## src/rtl/riscv_pkg.sv

```systemverilog
`default_nettype none
// ---------------------------------------------------------------------------
// Module   : riscv_pkg
// Purpose  : Shared RV32I opcodes and the hazard sequencer state encoding.
// Revision : 1.0  initial release
// ---------------------------------------------------------------------------
package riscv_pkg;

  localparam logic [6:0] OPC_R    = 7'b0110011;
  localparam logic [6:0] OPC_I    = 7'b0010011;
  localparam logic [6:0] OPC_S    = 7'b0100011;
  localparam logic [6:0] OPC_LOAD = 7'b0000011;
  localparam logic [6:0] OPC_B    = 7'b1100011;
  localparam logic [6:0] OPC_JAL  = 7'b1101111;
  localparam logic [6:0] OPC_JALR = 7'b1100111;
  localparam logic [6:0] OPC_LUI  = 7'b0110111;
  localparam logic [6:0] OPC_HALT = 7'b1111111;

  typedef enum logic [1:0] {
    RUN    = 2'd0,
    DRAIN  = 2'd1,
    HALTED = 2'd2
  } seq_state_t;

  // Pipeline register enable/flush bundle, in pipeline order.
  typedef struct packed {
    logic pc_write;
    logic if_id_write;
    logic if_id_flush;
    logic id_ex_write;
    logic id_ex_flush;
    logic ex_mem_write;
    logic mem_wb_write;
  } pipe_ctrl_t;

  localparam pipe_ctrl_t CTRL_FREEZE = '0;
  localparam pipe_ctrl_t CTRL_RUN    = '{1'b1, 1'b1, 1'b0, 1'b1, 1'b0, 1'b1, 1'b1};

endpackage
`default_nettype wire

```

## src/rtl/load_use_detect.sv

```systemverilog
`default_nettype none
// ---------------------------------------------------------------------------
// Module   : load_use_detect
// Purpose  : Flags an ID instruction that reads the destination of a load in EX.
// Revision : 1.0  initial release
// ---------------------------------------------------------------------------
module load_use_detect
  import riscv_pkg::*;
(
  input  logic       ex_mem_read_i,
  input  logic [4:0] ex_rd_i,
  input  logic [4:0] id_rs1_i,
  input  logic [4:0] id_rs2_i,
  input  logic       id_uses_rs2_i,
  output logic       load_use_o
);

  logic w_rs1_match;
  logic w_rs2_match;

  // x0 is hardwired to zero, so a load targeting it never creates a dependency.
  assign w_rs1_match = (ex_rd_i == id_rs1_i);
  assign w_rs2_match = id_uses_rs2_i && (ex_rd_i == id_rs2_i);
  assign load_use_o  = ex_mem_read_i && (ex_rd_i != 5'd0) && (w_rs1_match || w_rs2_match);

endmodule
`default_nettype wire

```

## src/rtl/pipeline_hazard_sequencer.sv

```systemverilog
`default_nettype none
// ---------------------------------------------------------------------------
// Module   : pipeline_hazard_sequencer
// Purpose  : Stall/flush/memory-wait/halt-drain sequencing for a 5-stage RV32I pipe.
// Revision : 1.0  initial release
// ---------------------------------------------------------------------------
module pipeline_hazard_sequencer
  import riscv_pkg::*;
#(
  parameter int DRAIN_CYCLES = 3,
  parameter int MEM_TIMEOUT  = 255,
  parameter int CNT_W        = 8
) (
  input  logic       clk,
  input  logic       rst_n,
  input  logic [4:0] id_rs1,
  input  logic [4:0] id_rs2,
  input  logic       id_uses_rs2,
  input  logic       id_halt,
  input  logic       ex_mem_read,
  input  logic [4:0] ex_rd,
  input  logic       ex_redirect,
  input  logic       mem_valid,
  input  logic       mem_ready,
  output logic       pc_write,
  output logic       if_id_write,
  output logic       if_id_flush,
  output logic       id_ex_write,
  output logic       id_ex_flush,
  output logic       ex_mem_write,
  output logic       mem_wb_write,
  output logic       halted,
  output logic       mem_error
);

  localparam logic [CNT_W-1:0] c_timeout   = CNT_W'(MEM_TIMEOUT);
  localparam logic [CNT_W-1:0] c_drain_last = CNT_W'(DRAIN_CYCLES - 1);
  localparam logic [CNT_W-1:0] c_one       = CNT_W'(1);

  seq_state_t        state_q, state_d;
  logic [CNT_W-1:0]  wait_cnt_q, wait_cnt_d;
  logic [CNT_W-1:0]  drain_cnt_q, drain_cnt_d;
  logic              halted_q, halted_d;
  logic              mem_error_q, mem_error_d;

  logic              w_mem_wait;
  logic              w_load_use;
  pipe_ctrl_t        w_ctrl;

  assign w_mem_wait = mem_valid && !mem_ready;

  load_use_detect u_load_use_detect (
    .ex_mem_read_i (ex_mem_read),
    .ex_rd_i       (ex_rd),
    .id_rs1_i      (id_rs1),
    .id_rs2_i      (id_rs2),
    .id_uses_rs2_i (id_uses_rs2),
    .load_use_o    (w_load_use)
  );

  always_comb begin
    w_ctrl = CTRL_FREEZE;
    unique case (state_q)
      RUN: begin
        if (!w_mem_wait) begin
          w_ctrl = CTRL_RUN;
          // The ID instruction is on the wrong path after a redirect, so its
          // load-use or halt is dropped along with it.
          if (ex_redirect) begin
            w_ctrl.if_id_flush = 1'b1;
            w_ctrl.id_ex_flush = 1'b1;
          end else if (w_load_use) begin
            w_ctrl.pc_write    = 1'b0;
            w_ctrl.if_id_write = 1'b0;
            w_ctrl.id_ex_flush = 1'b1;
          end else if (id_halt) begin
            w_ctrl.pc_write    = 1'b0;
            w_ctrl.if_id_flush = 1'b1;
          end
        end
      end
      DRAIN: begin
        if (!w_mem_wait) begin
          w_ctrl             = CTRL_RUN;
          w_ctrl.pc_write    = 1'b0;
          w_ctrl.if_id_flush = 1'b1;
        end
      end
      default: w_ctrl = CTRL_FREEZE;
    endcase
  end

  always_comb begin
    state_d     = state_q;
    wait_cnt_d  = wait_cnt_q;
    drain_cnt_d = drain_cnt_q;
    halted_d    = halted_q;
    mem_error_d = mem_error_q;
    if (state_q != HALTED) begin
      if (w_mem_wait) begin
        if (wait_cnt_q == c_timeout) begin
          mem_error_d = 1'b1;
          halted_d    = 1'b1;
          state_d     = HALTED;
        end else begin
          wait_cnt_d = wait_cnt_q + c_one;
        end
      end else begin
        wait_cnt_d = '0;
        if (state_q == RUN) begin
          if (!ex_redirect && !w_load_use && id_halt) begin
            state_d     = DRAIN;
            drain_cnt_d = '0;
          end
        end else if (drain_cnt_q == c_drain_last) begin
          state_d  = HALTED;
          halted_d = 1'b1;
        end else begin
          drain_cnt_d = drain_cnt_q + c_one;
        end
      end
    end
  end

  always_ff @(posedge clk or negedge rst_n) begin
    if (!rst_n) begin
      state_q     <= RUN;
      wait_cnt_q  <= '0;
      drain_cnt_q <= '0;
      halted_q    <= 1'b0;
      mem_error_q <= 1'b0;
    end else begin
      state_q     <= state_d;
      wait_cnt_q  <= wait_cnt_d;
      drain_cnt_q <= drain_cnt_d;
      halted_q    <= halted_d;
      mem_error_q <= mem_error_d;
    end
  end

  // Enables are forced low for the whole time reset is asserted, not just at the edge.
  assign pc_write     = rst_n && w_ctrl.pc_write;
  assign if_id_write  = rst_n && w_ctrl.if_id_write;
  assign if_id_flush  = rst_n && w_ctrl.if_id_flush;
  assign id_ex_write  = rst_n && w_ctrl.id_ex_write;
  assign id_ex_flush  = rst_n && w_ctrl.id_ex_flush;
  assign ex_mem_write = rst_n && w_ctrl.ex_mem_write;
  assign mem_wb_write = rst_n && w_ctrl.mem_wb_write;
  assign halted       = halted_q;
  assign mem_error    = mem_error_q;

endmodule
`default_nettype wire

```

## config.mk

```make
export PLATFORM = sky130hd
export DESIGN_NAME = pipeline_hazard_sequencer
export DESIGN_NICKNAME = d
export VERILOG_FILES = /design/src/rtl/riscv_pkg.sv /design/src/rtl/load_use_detect.sv /design/src/rtl/pipeline_hazard_sequencer.sv
export SDC_FILE = /design/constraint.sdc
export NUM_CORES = 1
export LEC_CHECK = 0
export BUFFER_PORTS_ARGS = -buffer_cell sky130_fd_sc_hd__buf_4
export CORE_ASPECT_RATIO = 1.5
export CORE_MARGIN = 8
export CORE_UTILIZATION = 55
export DETAILED_ROUTE_END_ITERATION = 7
export PLACE_DENSITY = 0.84
export SLEW_MARGIN = 0
export SYNTH_ARGS = -nofsm -noshare
export SYNTH_HDL_FRONTEND = slang
export SYNTH_HIERARCHICAL = 1
export SYNTH_SLANG_ARGS = --single-unit
```

## constraint.sdc

```tcl
create_clock -name clk -period 2.6 [get_ports clk]
set_input_delay 0 -clock clk [delete_from_list [all_inputs] [get_ports clk]]
set_output_delay 0 -clock clk [all_outputs]
set_load 0.005 [all_outputs]
```

# Yosys cells after proc, flatten, opt, wreduce, memory -nomap -nowiden
# Index checks and enable logic that the tools add are counted.
[classes]
add_sub_neg = 2
n_eq_ne = 12
mux = 26
bitwise_logic = 1
reduce_logical = 26
[ops]
columns = ["cell", "n"]
rows = [
  ["2-to-1 mux 8 bit", 5],
  ["adder 8 x 1 -> 8 bit, second input constant", 2],
  ["one-hot mux 7 bit (2 select lines)", 1],
  ["logical AND 1 bit", 13],
  ["2-to-1 mux 1 bit", 12],
  ["2-to-1 mux 2 bit", 6],
  ["AND reduction 4 bit", 3],
  ["== test 5 bit", 2],
  ["== test 8 x 2 -> 1 bit, second input constant", 1],
  ["== test 8 bit, second input constant", 1],
  ["!= test 2 bit, second input constant", 4],
  ["2-to-1 mux 7 bit", 1],
  ["2-to-1 mux 6 bit", 1],
  ["nonzero test 5 bit", 1],
  ["!= test 2 x 1 -> 1 bit, second input constant", 2],
  ["zero test 1 bit", 3],
  ["!= test 3 x 2 -> 1 bit, second input constant", 1],
  ["AND reduction 3 bit", 1],
  ["nonzero test 3 bit", 1],
  ["== test 2 x 1 -> 1 bit, second input constant", 1],
  ["zero test 2 bit", 1],
  ["AND reduction 2 bit", 1],
  ["nonzero test 2 bit", 1],
  ["logical OR 1 bit", 1],
  ["inverter 1 bit", 1],
]
[word_totals]
register_bits = 20
inputBits = 23
output_inout_bits = 9
wordCells = 72

# Depth between registers and ports, before layout
# Gate-level depths: netlist of run 1.
[logic_depth]
depth_word = 10
ltp_mapped = 8
depth_no_buf = 8

# Modules after synthesis
# Netlist of run 1, hierarchy kept.
[by_module_without_submodules]
columns = ["module", "instances", "cells_each", "area_each_um2", "seq_area_each_um2"]
rows = [
  ["pipeline_hazard_sequencer", 1, 129, 1163.6, 500.5],
  ["load_use_detect", 1, 17, 132.6, 0.0],
]

# Least setup slack after synthesis of run 1
# OpenSTA, ideal clock, no wires.
[synth_timing]
path_kind = "reg2reg"
startpoint = "register drain_cnt_q[0]"
endpoint = "register drain_cnt_q[2]"
setup_ps = 65
arrival_time_ps = 1672
required_time_ps = 2535
setup_slack_ps = 864
stages_incl_launch_ff = 7
path_buffers = 0
synth_period_minus_slack_ps = 1736
path_cell_list = "dfrtp_1 -> inv_1 -> ha_1 -> or4b_4 -> o211ai_4 -> a21boi_4 -> o22a_1"
[synth_between]
elab_chain_cells = 3
word_cells_on_any_way = 6
classes_between = "1 x add/sub; 2 x eq/ne; 2 x mux; 1 x reduce/logical"
[synth_lines]
columns = ["item", "line_no", "source"]
rows = [
  ["start, declared", "pipeline_hazard_sequencer.sv:42", "logic [CNT_W-1:0] drain_cnt_q, drain_cnt_d;"],
  ["start signal, assigned", "pipeline_hazard_sequencer.sv:135", "drain_cnt_q <= drain_cnt_d;"],
  ["adder 8 x 1 -> 8 bit / == test 8 x 2 -> 1 bit (equally long branches)", "pipeline_hazard_sequencer.sv:119, pipeline_hazard_sequencer.sv:115", ""],
  ["2-to-1 mux 8 bit / != test 2 bit (equally long branches)", "n/a", ""],
  ["2-to-1 mux 8 bit / AND reduction 4 bit (equally long branches)", "n/a", ""],
]
# Parallel ways exist; a longest one is shown, timed or not. The select of a mux whose other input is x is not followed.
# A chain may end at the register's enable or synchronous reset.

# Worst setup path in the final report of run 1
[layout_timing]
startpoint = "input port mem_ready"
endpoint = "register state_q[0]"
[layout_between]
elab_chain_cells = 4
word_cells_on_any_way = 7
classes_between = "2 x eq/ne; 1 x mux; 4 x reduce/logical"
[layout_lines]
columns = ["item", "line_no", "source"]
rows = [
  ["start, declared", "pipeline_hazard_sequencer.sv:24", "input logic mem_ready,"],
  ["zero test 1 bit (*)", "pipeline_hazard_sequencer.sv:50", "assign w_mem_wait = mem_valid && !mem_ready;"],
  ["logical AND 1 bit (*)", "pipeline_hazard_sequencer.sv:50", ""],
  ["!= test 3 x 2 -> 1 bit (no line) (tied with other cells)", "n/a", ""],
  ["AND reduction 4 bit (no line)", "n/a", ""],
  ["end signal, assigned", "pipeline_hazard_sequencer.sv:133", "state_q <= state_d;"],
  ["end, declared", "pipeline_hazard_sequencer.sv:40", "seq_state_t state_q, state_d;"],
]
# Every way passes the cells marked *; elsewhere a longest branch is shown, timed or not.

==> flow_summary.ini, run 1 <==
[power]
power_density_nw_per_um2 = 708.1
ir_drop_mv = 0.4666
p_leak_nw = 0.7359
power_mw = 1.124

[die]
dieWidth_um = 55.64
rows = 21
pin_count = 32
fp.dieH_um = 75.46
initial_core_util_pct = 58.04
die-area_um2 = 4198
core_um2 = 2233

[timing]
hold_ws_ps = 90.10
setup_tns_ps = 0
hold_viol = 0
min_period_ps = 1994
fin_crit_sh_pct = 76.70
slew_headroom_pct = 54.37
setup_viol_count_final = 0
skew_ps = 4.831
fmax_mhz = 501.4
postLayoutSetupSlackWorst_ps = 605.7
worstMarginPinSlew_ps = 678.2
rsz0062_at_grt = false
slew_violations = 0

[routing]
dr.pass1.iters = 4
drtAntennaViolNets = 0
first_iter_violations = 21
wire_per_inst_um = 16.35
num_vias = 1261
routed_wl_mm = 3.286
drc = 0
routed_via_density = 6.274

[placed_design]
placed_cells = 195
dp_slack_ps = 570.2
placed_cell_area_um2 = 1531
io_buffer_count = 31
gp_congestion = 0.8895
place_hpwl_mm = 2.705

[synth]
synth_fp_nets = 172
syn_inst = 146
postSynthAreaPerCell_um2 = 8.878
ys_seq_area_share_pct = 38.61
synth_edf_count = 0
yosysUniqueCellTypes = 37
yosys_warnings = 6
async_reset_ff_share_pct = 100.0
synthesis.area_um2 = 1296
ys.flop_type = dfrtp_1
synth-seq-cells = 20

[final_layout]
finalNonFillerCells = 201
syn_to_final_growth_pct = 22.49
final_area_um2 = 1588
diodes = 0
nets = 205
fin_util_pct = 71.09
drive_gt1_share_pct = 23.03

[worst_setup_path]
path_buf_inv = 2
crit_path_max_incr_delay_ps = 730
required_ps = 2800
criticalPathCategory = input port to flip-flop
endpoint_kind = flip-flop
crit_fanout = 13
cp-start-kind = input port
timing.critical_path.cells = dlygate4sd3_1, buf_4, nand2b_1, nor4_1, a21oi_1, a22o_1
critPathArrivalTime_ps = 2190
cp_top_family = simple AND/OR/NAND/NOR gates
crit_slowest_cell = nor4_1

[clocking]
cts_tree = done
clock_latency_ps = 300
htree_levels = 1
clockBufferDepth = 2
post_cts_buffers = 0
clkSlewWorstSetupHoldPaths_ps = 120
numCtsBuffers = 3
root_buffer = clkbuf_4
clock-sinks = 20

[global_route]
grt_overflow = 0
grt_start_max_net_pins = 22
grt_first_pass_wirelength_mm = 5.513
grt_pass1_vias = 1385
antenna_found_initial = 0
grtUsageTotal_pct = 15.68

[worst_hold_path]
hp-class = input port to flip-flop

[flow_run]
drv_cap = 0

[outcome]
status = finished clean
## repair_timing
| action | CTS | global route |
|---|---|---|
| resized for setup | 0 | 0 |
| hold buffers | 2 | 0 |
| hold endpoints to repair | 22 | 0 |
## metal layers
layer	up-vias	track usage, %	share of wire, %
li1	599	-	-
met1	611	13.21	34
met2	39	31.50	59
met3	12	3.667	4.7
met4	0	10.99	3.0
met5	-	0	0
## placed cells by master, fill, tap and decap left out, drive strengths merged, types with 4 or more instances in the layout
cell     n
xor2     7
o21ai   10
nand2   13
buf     31
clkbuf   4
nor2    11
nor3    10
dfrtp   20
inv      5
a21oi    8
o22a     6
nand3    8
## flip-flops by register name, summed over array words and instances, names as in the netlist
| name | flops |
|---|---|
| halted | 1 |
| mem_error | 1 |
| wait_cnt_q | 8 |
| state_q | 2 |
| drain_cnt_q | 8 |
## logic make-up after synthesis
logic type / share of synthesized area (%)
buf+inv: 3.475
simple gates: 25.00
mux: 0.7722
flops: 38.61
fa+ha+maj: 2.896
compound gates: 22.49
xor+xnor: 6.757
## synthesized netlist by cell type, types with 2 or more instances
master,n,area (um^2)
xor2_1,7,61.31
or2_2,2,12.51
nor2b_1,3,18.77
clkbuf_1,3,11.26
o22a_1,6,52.55
nor3_1,10,50.05
a31oi_1,3,18.77
dfrtp_1,20,500.5
nand2b_1,3,18.77
nor2_1,11,41.29
o311ai_0,2,17.52
nand3_1,8,40.04
nand4_1,2,12.51
a21o_1,2,15.01
nor4_1,2,12.51
a21oi_1,8,40.04
o21ai_0,8,40.04
xnor2_1,3,26.28
nand2_1,13,48.80
inv_1,5,18.77
buf_4,2,15.01
o21ai_1,2,10.01
or3_1,2,12.51
and3_1,2,12.51
o31ai_1,3,22.52
ha_1,3,37.54
## cell type report
cell class / count / area, um^2
Sequential cell: 20 / 500.5
Multi-Input combinational cell: 116 / 750.7
Timing Repair Buffer: 33 / 252.7
Clock buffer: 4 / 36.28
Inverter: 5 / 18.77
Tap cell: 23 / 28.78
Fill cell: 188 / 645.6
## worst reg2reg max path, stage by stage (launching register included)
cell and delay (ps):
dfrtp_1 450, inv_1 80, ha_1 150, or4b_4 490, o211ai_4 270, a21boi_4 300, o22a_1 160
## worst paths after layout
path	startpoint	end	cells past startpoint	slack, ps
worst max-delay path	mem_ready	state_q[0]	6	610
worst min register to register	mem_error	mem_error	1	480
max in group asynchronous	rst_n	drain_cnt_q[4]	2	2280
worst min-delay path	mem_valid	wait_cnt_q[6]	4	90
min in group asynchronous	rst_n	wait_cnt_q[5]	2	100
worst max register to register	drain_cnt_q[0]	drain_cnt_q[6]	6	650
## power by group
part	internal [mW]	total (mW)	switching (mW)
logic	0.218	0.452	0.234
clock network	0.0854	0.184	0.0985
registers	0.382	0.489	0.106
total	0.685	1.12	0.439
No activity file was read; power rests on OpenSTA's default activity.
==> run 2, diff against run 1 <==
--- a/config.mk
+++ b/config.mk
@@ -5,12 +5,13 @@
 export SDC_FILE = /design/constraint.sdc
 export NUM_CORES = 1
 export LEC_CHECK = 0
+export ABC_AREA = 1
 export BUFFER_PORTS_ARGS = -buffer_cell sky130_fd_sc_hd__buf_4
 export CORE_ASPECT_RATIO = 1.5
 export CORE_MARGIN = 8
-export CORE_UTILIZATION = 55
+export CORE_UTILIZATION = 49
 export DETAILED_ROUTE_END_ITERATION = 7
-export PLACE_DENSITY = 0.84
+export PLACE_DENSITY = 0.77
 export SLEW_MARGIN = 0
 export SYNTH_ARGS = -nofsm -noshare
 export SYNTH_HDL_FRONTEND = slang
==> constraint.sdc (replaced) <==
create_clock -name clk -period 1.7 [get_ports clk]
set_input_delay 0 -clock clk [delete_from_list [all_inputs] [get_ports clk]]
set_output_delay 0 -clock clk [all_outputs]
set_load 0.005 [all_outputs]
==> flow_summary.ini, run 2 <==
[synth]
synthTopCellsByArea = dfrtp_1 (32%), nand2_1 (19%), inv_1 (7.9%)
synthTopCellsByCount = nand2_1 (78), inv_1 (33), nor2_1 (28)
yosysMostFrequentCell = nand2_1
synthesis.area_um2 = 1565
synth_edf_count = 0
synth_top_area_share_pct = 31.97
synth.largest_area_cell = dfrtp_1
postSynthAreaPerCell_um2 = 6.604
yosys_warnings = 6
async_reset_ff_share_pct = 100.0
synth_fp_nets = 263
yosysUniqueCellTypes = 30
ys.flop_type = dfrtp_1
synth-seq-cells = 20
syn_inst = 237
ys_seq_area_share_pct = 31.97

[worst_hold_path]
min-delay-start = mem_valid
hp-class = input port to flip-flop

[placed_design]
io_buffer_count = 31
gp_congestion = 0.8540
place_hpwl_mm = 2.765

[final_layout]
drive_gt1_share_pct = 22.30
diodes = 0
largestRegisters = drain_cnt_q (8), wait_cnt_q (8), state_q (2)
layout_common_cells = nand2_1 (78), inv_1 (33), buf_4 (31), nor2_1 (28), dfrtp_1 (20)
syn_to_final_growth_pct = 21.10
layout_commonest_cell = nand2_1
nets = 296

[power]
power_density_nw_per_um2 = 1074
p_leak_nw = 1.027
ir_drop_mv = 1.192

[routing]
drc = 0
first_iter_violations = 63
routed_wl_mm = 3.484
drtAntennaViolNets = 0
routed_via_density = 4.903
wire_per_inst_um = 11.28
dr.pass1.iters = 4
num_vias = 1515

[worst_setup_path]
cp-start-kind = flip-flop
critPathArrivalTime_ps = 1670
criticalPathCategory = flip-flop to flip-flop
required_ps = 1850
r2r_slack_ps = 180
endpoint_kind = flip-flop
crit_fanout = 15
reg2reg_from = drain_cnt_q[0]
worstSetupStartpoint = drain_cnt_q[0]

[clocking]
clkSlewWorstSetupHoldPaths_ps = 80
cts_tree = done
clockBufferDepth = 2
numCtsBuffers = 3
cts_resized = 0
post_cts_buffers = 0
root_buffer = clkbuf_8
htree_levels = 1
clock-sinks = 20
clock_latency_ps = 260

[global_route]
grt_first_pass_wirelength_mm = 5.996
grt_pass1_vias = 1422
grt_start_max_net_pins = 22
antenna_found_initial = 0
grtUsageTotal_pct = 13.63
grt_overflow = 0

[flow_run]
drv_cap = 0

[die]
fp.dieH_um = 85.22
dieWidth_um = 62.15
core_um2 = 3097
rows = 25
die-area_um2 = 5296
initial_core_util_pct = 50.55
pin_count = 32

[timing]
setup_viol_count_final = 0
setup_tns_ps = 0
skew_ps = 6.983
slew_headroom_pct = 80.40
rsz0062_at_grt = false
hold_viol = 0
slew_violations = 0
hold_ws_ps = 131.7
worstMarginPinSlew_ps = 294.0
min_period_ps = 1522
fmax_mhz = 657.0
fin_crit_sh_pct = 89.54

[outcome]
status = finished clean
run 2: cell count changes after synthesis, sizes merged, moves of 6 or more:
cell   previous run  this run
nor3             10         2
nand2            13        85
nor2             11        30
xor2              7         0
nand3             8        19
o21ai            10        18
inv               5        38
o22a              6         0
run 2: path summary, 6_finish.rpt:
kind,depth (start not counted),endpoint
max in group asynchronous,2,drain_cnt_q[6]
min in group asynchronous,2,wait_cnt_q[7]
setup reg to reg,8,drain_cnt_q[7]
hold reg to reg,2,halted
setup / recovery,8,drain_cnt_q[7]
hold / removal,5,wait_cnt_q[4]
run 2: cells by family (layout without fill, tap and decap cells):
family,Yosys count,in the layout,synth area share (%)
AOI/OAI and AO/OA,27,27,11.19
xor gates and xnor gates,2,2,1.119
adders and majority gates,3,3,2.398
buffers and inverters,43,75,12.71
DFF,20,20,31.97
and+or+nand+nor,142,142,40.61
run 2: timing repair:
action	4_1_cts	5_1_grt
endpoints found under the hold margin	20	0
setup endpoints to repair	0	0
hold buffers	1	0
run 2: power breakdown:
group | leakage (nW) | switching [mW] | internal [mW] | total [mW]
logic | 0.724 | 0.561 | 0.358 | 0.920
registers | 0.268 | 0.0933 | 0.544 | 0.637
clock network | 0.0357 | 0.165 | 0.314 | 0.480
run 2: area by class of cell:
| type | instances | area (um^2) |
|---|---|---|
| clock buffer | 3 | 41.29 |
| tap | 40 | 50.05 |
| multi-input combinational | 174 | 865.8 |
| clock inverter | 1 | 30.03 |
| inverter | 38 | 145.1 |
| sequential | 20 | 500.5 |
| timing repair buffer | 33 | 262.8 |
| fill | 289 | 1201 |
run 2: per-layer routing:
layer | global-route usage (%) | share of wire, % | wire length (um) | vias up
met5 | 0 | 0 | 0 | -
met4 | 5.970 | 1.7 | 59 | 0
met3 | 2.635 | 2.8 | 99 | 6
met2 | 27.41 | 58 | 2022 | 24
met1 | 12.62 | 37 | 1302 | 686
li1 | - | - | - | 799
run 2: metrics by stage:
stage	utilization, %	worst slack, ps	instance area, um^2	total power, mW	std cells
finish	61.21	177.9	1896	2.036	309
detailed placement	58.59	171.7	1814	1.570	304
floorplan	-	372.8	1565	1.377	237
global route	61.21	19.80	1896	2.185	309
CTS	61.21	169.8	1896	2.052	309
global placement	58.59	193.1	1814	1.554	304
run 2: worst max-delay path, stage by stage (launching register included):
cell and delay [ps]:
dfrtp_1 420, inv_1 90, ha_1 220, nand2_1 70, nor2_1 40, nand3_1 120
nand3_4 220, nand2_1 160, o21ai_2 70
